$ cat config.mk
export PLATFORM = sky130hd
export DESIGN_NAME = alu_iter
export DESIGN_NICKNAME = d
export VERILOG_FILES = /design/src/rtl/alu_iter.sv
export SDC_FILE = /design/constraint.sdc
export NUM_CORES = 1
export LEC_CHECK = 0
export ABC_AREA = 1
export CAP_MARGIN = 15
export CORE_MARGIN = 5
export CORE_UTILIZATION = 25
export DETAILED_ROUTE_END_ITERATION = 10
export PLACE_DENSITY_LB_ADDON = 0.15
export SLEW_MARGIN = 20
export SYNTH_ARGS = -nofsm -noshare
export SYNTH_HDL_FRONTEND = slang
export SYNTH_SLANG_ARGS = --single-unit
$ cat constraint.sdc
create_clock -name clk -period 3.4 [get_ports clk]
set_input_delay 0.51 -clock clk [delete_from_list [all_inputs] [get_ports clk]]
set_output_delay 0.51 -clock clk [all_outputs]
set_load 0.1 [all_outputs]
$ cat src/rtl/alu_iter.sv
// alu_iter: valid/ready ALU; single-cycle ops finish in one cycle, MUL uses an iterative shift-add.
// Define ALU_ITER_MUL_EN to build in the multiplier; without it opcode 110 behaves as reserved.
module alu_iter #(
   parameter int unsigned WIDTH = 32
) (
   input  logic             clk,
   input  logic             reset,
   input  logic             in_valid,
   output logic             in_ready,
   input  logic [WIDTH-1:0] A,
   input  logic [WIDTH-1:0] B,
   input  logic [2:0]       ALUCtrl,
   output logic             out_valid,
   input  logic             out_ready,
   output logic [WIDTH-1:0] Result,
   output logic [3:0]       ALUFlags
);
   typedef enum logic [1:0] {
      IDLE,
`ifdef ALU_ITER_MUL_EN
      MUL,
`endif
      DONE
   } state_t;

   state_t state, state_nx;

   logic             is_sub;
   logic [WIDTH-1:0] b_eff;
   logic [WIDTH:0]   sum;
   logic [WIDTH-1:0] comb_res;
   logic             comb_v;
   logic             comb_c;
   logic             accept;

   assign accept = (state == IDLE) && in_valid;

   // Single-cycle datapath works on the live inputs; its result is registered at accept.
   always_comb begin
      is_sub   = (ALUCtrl == 3'b001);
      b_eff    = is_sub ? ~B : B;
      sum      = {1'b0, A} + {1'b0, b_eff} + {{WIDTH{1'b0}}, is_sub};
      comb_res = '0;
      comb_v   = 1'b0;
      comb_c   = 1'b0;
      case (ALUCtrl)
         3'b000, 3'b001: begin
            comb_res = sum[WIDTH-1:0];
            comb_c   = sum[WIDTH];
            comb_v   = (A[WIDTH-1] == b_eff[WIDTH-1]) && (sum[WIDTH-1] != A[WIDTH-1]);
         end
         3'b010:  comb_res = A & B;
         3'b011:  comb_res = A | B;
         3'b100:  comb_res = A ^ B;
         3'b101:  comb_res = {{(WIDTH-1){1'b0}}, ($signed(A) < $signed(B))};
         default: comb_res = '0;
      endcase
   end

`ifdef ALU_ITER_MUL_EN
   localparam int unsigned CW = $clog2(WIDTH);

   logic [2*WIDTH-1:0] acc;
   logic [2*WIDTH-1:0] acc_nx;
   logic [2*WIDTH-1:0] mcand;
   logic [WIDTH-1:0]   mplier;
   logic [CW-1:0]      cnt;
   logic               mul_last;

   // The last iteration writes its sum straight to Result so MUL occupies exactly WIDTH cycles.
   assign mul_last = (cnt == CW'(WIDTH - 1));
   assign acc_nx   = mplier[0] ? (acc + mcand) : acc;
`endif

   always_ff @(posedge clk or posedge reset) begin
      if (reset) state <= IDLE;
      else       state <= state_nx;
   end

   always_comb begin
      state_nx  = state;
      in_ready  = 1'b0;
      out_valid = 1'b0;
      case (state)
         IDLE: begin
            in_ready = 1'b1;
`ifdef ALU_ITER_MUL_EN
            if (in_valid) state_nx = (ALUCtrl == 3'b110) ? MUL : DONE;
`else
            if (in_valid) state_nx = DONE;
`endif
         end
`ifdef ALU_ITER_MUL_EN
         MUL: if (mul_last) state_nx = DONE;
`endif
         DONE: begin
            out_valid = 1'b1;
            if (out_ready) state_nx = IDLE;
         end
         default: state_nx = IDLE;
      endcase
   end

   always_ff @(posedge clk or posedge reset) begin
      if (reset) begin
         Result   <= '0;
         ALUFlags <= '0;
`ifdef ALU_ITER_MUL_EN
         acc      <= '0;
         mcand    <= '0;
         mplier   <= '0;
         cnt      <= '0;
`endif
      end else if (accept) begin
         Result   <= comb_res;
         ALUFlags <= {comb_v, comb_c, comb_res[WIDTH-1], (comb_res == '0)};
`ifdef ALU_ITER_MUL_EN
         acc      <= '0;
         mcand    <= {{WIDTH{1'b0}}, A};
         mplier   <= B;
         cnt      <= '0;
`endif
      end
`ifdef ALU_ITER_MUL_EN
      else if (state == MUL) begin
         acc    <= acc_nx;
         mcand  <= mcand << 1;
         mplier <= mplier >> 1;
         cnt    <= cnt + CW'(1);
         if (mul_last) begin
            Result   <= acc_nx[WIDTH-1:0];
            ALUFlags <= {1'b0, (acc_nx[2*WIDTH-1:WIDTH] != '0), acc_nx[WIDTH-1],
                         (acc_nx[WIDTH-1:0] == '0)};
         end
      end
`endif
   end
endmodule

# After elaboration in Yosys (flattened, before gate mapping)
# Index checks and enable logic that the tools add are counted.
# op_classes
n_addsub	2
n_lt_le_gt_ge	1
n_eq_ne	10
muxes	9
bitwise	4
reduce_logical	7
# ops
op	n
$pmux 32 s5	1
$add 32x32->33	1
$add 33x1->33	1
$and 32x32->32	1
$logic_not 32->1	1
$lt 32x32->1	1
$mux 32	1
$not 32->32	1
$or 32x32->32	1
$xor 32x32->32	1
$eq 3x2->1 const B	2
$eq 3x3->1 const B	2
$mux 1	4
$mux 2	2
$ne 2x2->1 const B	2
$pmux 2 s2	1
$eq 3x1->1 const B	1
$logic_not 3->1	1
$eq 2x1->1 const B	1
$logic_and 1x1->1	2
$logic_not 2->1	1
$reduce_and 2->1	1
$reduce_or 2->1	1
$eq 1x1->1	1
$ne 1x1->1	1
# word_totals
reg_bits	38
inputBits	71
output_inout_bits	38
word_cells	36

# Longest topological paths before layout
# logic_depth
ltp_word	7
depth_mapped	25
mapped_depth_nobuf	23

# Least setup slack after synthesis
# OpenSTA, ideal clock, no wires.
# synth_path
kind	input port to flip-flop
startpoint	in ALUCtrl[2]
endpoint	reg ALUFlags[0]
setup_ns	0.068
arrival_ns	3.266
t_required_ns	3.332
path_slack_ns	0.066
path_stages	23
n_path_buf	3
path_cell_list	nor2_4 -> buf_1 -> buf_2 -> nand2_1 -> buf_2 -> xor2_1 -> ha_1 -> nand2_1 -> inv_1 -> nand2_1 -> nand2_1 -> a21oi_1 -> nand2_1 -> nand2_1 -> nand2_1 -> or2_2 -> nand2_1 -> nand2_1 -> nor2_1 -> nand3_1 -> nor2_1 -> nand3_1 -> nand2_1
# synth_between
elab_chain_len	6
word_cells_on_any_way	12
cone_classes	2 x add/sub; 5 x eq/ne; 2 x mux; 3 x reduce/logical
# synth_lines
item	line_no	text
start: declaration	12	input logic [2:0] ALUCtrl,
$eq 3x1->1	40, 46	
$mux 32	41	b_eff = is_sub ? ~B : B;
$add 32x32->33	42	sum = {1'b0, A} + {1'b0, b_eff} + {{WIDTH{1'b0}}, is_sub};
$add 33x1->33	42	
$pmux 32 s5 *	46	case (ALUCtrl)
$logic_not 32->1 *	116	ALUFlags <= {comb_v, comb_c, comb_res[WIDTH-1], (comb_res == '0)};
end signal: assignment	116	
end: declaration	16	output logic [3:0] ALUFlags
# Every way passes the cells marked *; elsewhere a longest branch is shown, timed or not.
# A chain may end at the register's enable or synchronous reset.

# Final worst setup path
# Ends and elaborated chain as after synthesis.

==> insert_results.sql <==
INSERT INTO impl_metrics (metric_group, metric, value, unit) VALUES
('setup_path', 'worstSetupPathType', 'in -> reg', ''),
('setup_path', 'timing.critical_path.slowest_stage_cell', 'sky130_fd_sc_hd__ha_1', ''),
('setup_path', 'crit_path_frequent_cell', 'sky130_fd_sc_hd__nand2_1', ''),
('power_and_ir_drop', 'power.share.switching', '53.6', '%'),
('timing', 'layout_min_cycle_time', '3220', 'ps'),
('timing', 'timing.fmax', '0.310', 'GHz'),
('cts', 'clockRootBuffer', 'sky130_fd_sc_hd__clkbuf_16', ''),
('synth', 'synth-edff-count', '0', ''),
('setup_path', 'crit_chain', 'dlygate4sd2_1 -> nor2_4 -> nand2_4 -> buf_12 -> xor2_1 -> ha_1 -> buf_4 -> nand2_1 -> inv_1 -> nand2_1 -> nor3_1 -> nand2_1 -> nand2_2 -> nand2_1 -> nand2_1 -> nand2_1 -> nand3_1 -> nand2_1 -> nor2_4 -> nand3_1 -> nor2_1 -> nand3_1 -> nand2_1', ''),
('synth', 'count_of_mapped_cells_out_of_synthesis', '1074', ''),
('finish', 'fin_nets', '1520', ''),
('synth', 'avg_cell_area_syn', '6.33', 'um2'),
('finish', 'final_core_util', '35.9', '%'),
('routing', 'detailedRoute.firstPassIterationCount', '5', ''),
('finish', 'area_growth_syn_to_layout', '41.8', '%'),
('placement', 'post-place-cells', '1637', ''),
('setup_path', 'ff2ff_setup_slack', '1700', 'ps'),
('timing', 'finalSetupViolations', '0', ''),
('setup_path', 'cp_data_arrival_time', '3460', 'ps'),
('power_and_ir_drop', 'leakagePower', '5.24', 'nW'),
('timing', 'holdWs', '485', 'ps'),
('cts', 'ctsLongestPathBuffers', '2', ''),
('placement', 'place.port_buffers', '108', ''),
('routing', 'drt_wl_total', '25300', 'um'),
('placement', 'gpl.final_weighted_congestion', '0.902', ''),
('die', 'die_height', '175', 'um'),
('routing', 'drt_iter0_markers', '396', ''),
('finish', 'post_route_cells_drive_above_1_share', '17.2', '%'),
('synth', 'netlist_top_cells_area', 'sky130_fd_sc_hd__ha_1 (25%), sky130_fd_sc_hd__nand2_1 (15%), sky130_fd_sc_hd__dfrtp_1 (13%)', ''),
('synth', 'postSynthNetCount', '1282', ''),
('finish', 'instances_no_fill', '1654', ''),
('power_and_ir_drop', 'net-switching-power', '1.95', 'mW'),
('finish', 'layout.cells.most_common_list', 'sky130_fd_sc_hd__nand2_1 (253), sky130_fd_sc_hd__inv_1 (200), sky130_fd_sc_hd__buf_4 (144)', ''),
('synth', 'async_reset_ff_share', '100', '%'),
('die', 'start_util', '25.3', '%'),
('outcome', 'run_status', 'finished, final reports clean', ''),
('timing', 'timing.slew.headroom', '33.7', '%'),
('setup_path', 'path_buf_inv', '4', ''),
('setup_path', 'crit_path_max_fanout', '5', ''),
('finish', 'num_antenna_cells', '0', ''),
('global_route', 'overflow', '0', ''),
('cts', 'path_clk_slew', '70', 'ps'),
('cts', 'cts_tree', 'done', ''),
('setup_path', 'crit_required', '3640', 'ps'),
('placement', 'dp_hpwl', '21500', 'um'),
('power_and_ir_drop', 'share_comb_of_total_power', '67.8', '%'),
('power_and_ir_drop', 'cellPowerDensity', '377', 'mW/mm2'),
('synth', 'post_synth_num_cell_types', '41', ''),
('global_route', 'number_of_antenna_violations_at_the_first_check_in_global_routing', '0', ''),
('finish', 'finalInstanceArea', '0.00965', 'mm2'),
('die', 'die_width', '175', 'um'),
('global_route', 'grt.total_usage', '16.2', '%'),
('synth', 'synth-warning-count', '0', ''),
('timing', 'max_slew.worst_pin.slew', '991', 'ps'),
('power_and_ir_drop', 'internal-power', '1.69', 'mW'),
('synth', 'synth.ff_latch_count', '36', ''),
('global_route', 'grt_pass1_vias', '7333', ''),
('cts', 'total_clock_buffers_created_by_cts', '5', ''),
('setup_path', 'worstSetupEndpointType', 'register', ''),
('cts', 'clock_latency', '300', 'ps'),
('global_route', 'grt_pass1_wl', '39700', 'um'),
('finish', 'layout.cells.most_common', 'sky130_fd_sc_hd__nand2_1', ''),
('placement', 'detailed_place.area', '0.00922', 'mm2'),
('synth', 'mappedNetlistArea', '0.00680', 'mm2'),
('die', 'pin_count', '109', ''),
('cts', 'clock_tree.htree_level_count', '2', ''),
('flow_run', 'cap_viol_max_count', '0', ''),
('die', 'core.rowCount', '60', ''),
('power_and_ir_drop', 'finalPower', '3.64', 'mW'),
('die', 'floorplan.die_area', '0.0306', 'mm2'),
('routing', 'post_drt_via_cell_ratio', '4.47', '');
## per-stage QoR
| step | setup TNS, ps | worst slack (ps) |
|---|---|---|
| after floorplan | 0 | 66.2 |
| after global placement | -1440 | -588 |
| after detailed placement | -1420 | -542 |
| after CTS | 0 | 86.5 |
| after global routing | -22.4 | -22.4 |
| final | 0 | 179 |
## synthesized netlist by cell type, types with 7 or more instances
master,number
sky130_fd_sc_hd__ha_1,136
sky130_fd_sc_hd__o22ai_1,16
sky130_fd_sc_hd__nand3b_1,10
sky130_fd_sc_hd__nand3_1,72
sky130_fd_sc_hd__clkbuf_1,8
sky130_fd_sc_hd__o21ai_0,25
sky130_fd_sc_hd__a31oi_1,24
sky130_fd_sc_hd__nand4_1,7
sky130_fd_sc_hd__inv_1,201
sky130_fd_sc_hd__xor2_1,31
sky130_fd_sc_hd__nand2_1,264
sky130_fd_sc_hd__a21oi_1,58
sky130_fd_sc_hd__nor2_1,112
sky130_fd_sc_hd__nor3_1,8
sky130_fd_sc_hd__dfrtp_1,36
sky130_fd_sc_hd__a221oi_2,9
## worst register-to-register path, delay by kind of cell (launching register included)
| family | cells | cell delay [ps] |
|---|---|---|
| DFF | 1 | 370 |
| and+or+nand+nor | 9 | 900 |
| buffers and inverters | 3 | 380 |
## registers in the layout (all words and copies together) (netlist names)
name and flops:
ALUFlags 4, state 1, Result 31
## layer usage
metal	vias up	part of all wire, %	global-route usage [%]
li1	3896	-	-
met1	3320	51	23.0
met2	160	44	26.4
met3	24	4.2	2.36
met4	0	1.4	3.08
met5	-	0	0
## path summary, 6_finish.rpt
path / startpoint / endpoint / cells after the start
worst max-delay path: ALUCtrl[2] / ALUFlags[0] / 23
worst min-delay path: Result[11] / Result[11] / 2
worst max register to register: state[0] / ALUFlags[0] / 12
worst min register to register: Result[11] / Result[11] / 2
max in group asynchronous: reset / Result[24] / 3
min in group asynchronous: reset / Result[7] / 2
## timing repair
item,in CTS,in global routing
gates resized for setup,15,32
hold buffers,0,0
setup endpoints to repair,1,2
cloned,0,2
setup buffers,3,4
pin swaps,5,11
## kinds of logic (layout without fill, tap and decap cells)
logic type	count (synthesis)	in the layout	synth area share, %
AND/OR/NAND/NOR	495	495	30.7
XOR/XNOR	31	31	3.99
flip-flops	36	36	13.2
buffers and inverters	227	466	13.1
adder cells (fa/ha/maj)	137	137	25.3
AO/OA/AOI/OAI	148	148	13.6
## power groups by stage
stage / Sequential, mW / Clock [mW] / Combinational [mW]
after floorplan: 1.32 / 0 / 0.838
after global placement: 0.608 / 0 / 2.41
after detailed placement: 0.609 / 0 / 2.42
after CTS: 0.602 / 0.587 / 2.44
after global routing: 0.616 / 0.601 / 2.67
final: 0.600 / 0.573 / 2.47
## cell type report
cell class | instances | area, um2 | share of cell area [%]
timing repair buffer | 253 | 2230 | 23.1
tap | 341 | 427 | 4.42
clock buffer | 5 | 125 | 1.30
multi-input combinational | 811 | 5160 | 53.4
sequential | 36 | 901 | 9.34
inverter | 205 | 769 | 7.97
clock inverter | 3 | 42.5 | 0.441
Note: power is estimated with default switching activity, not from simulation.
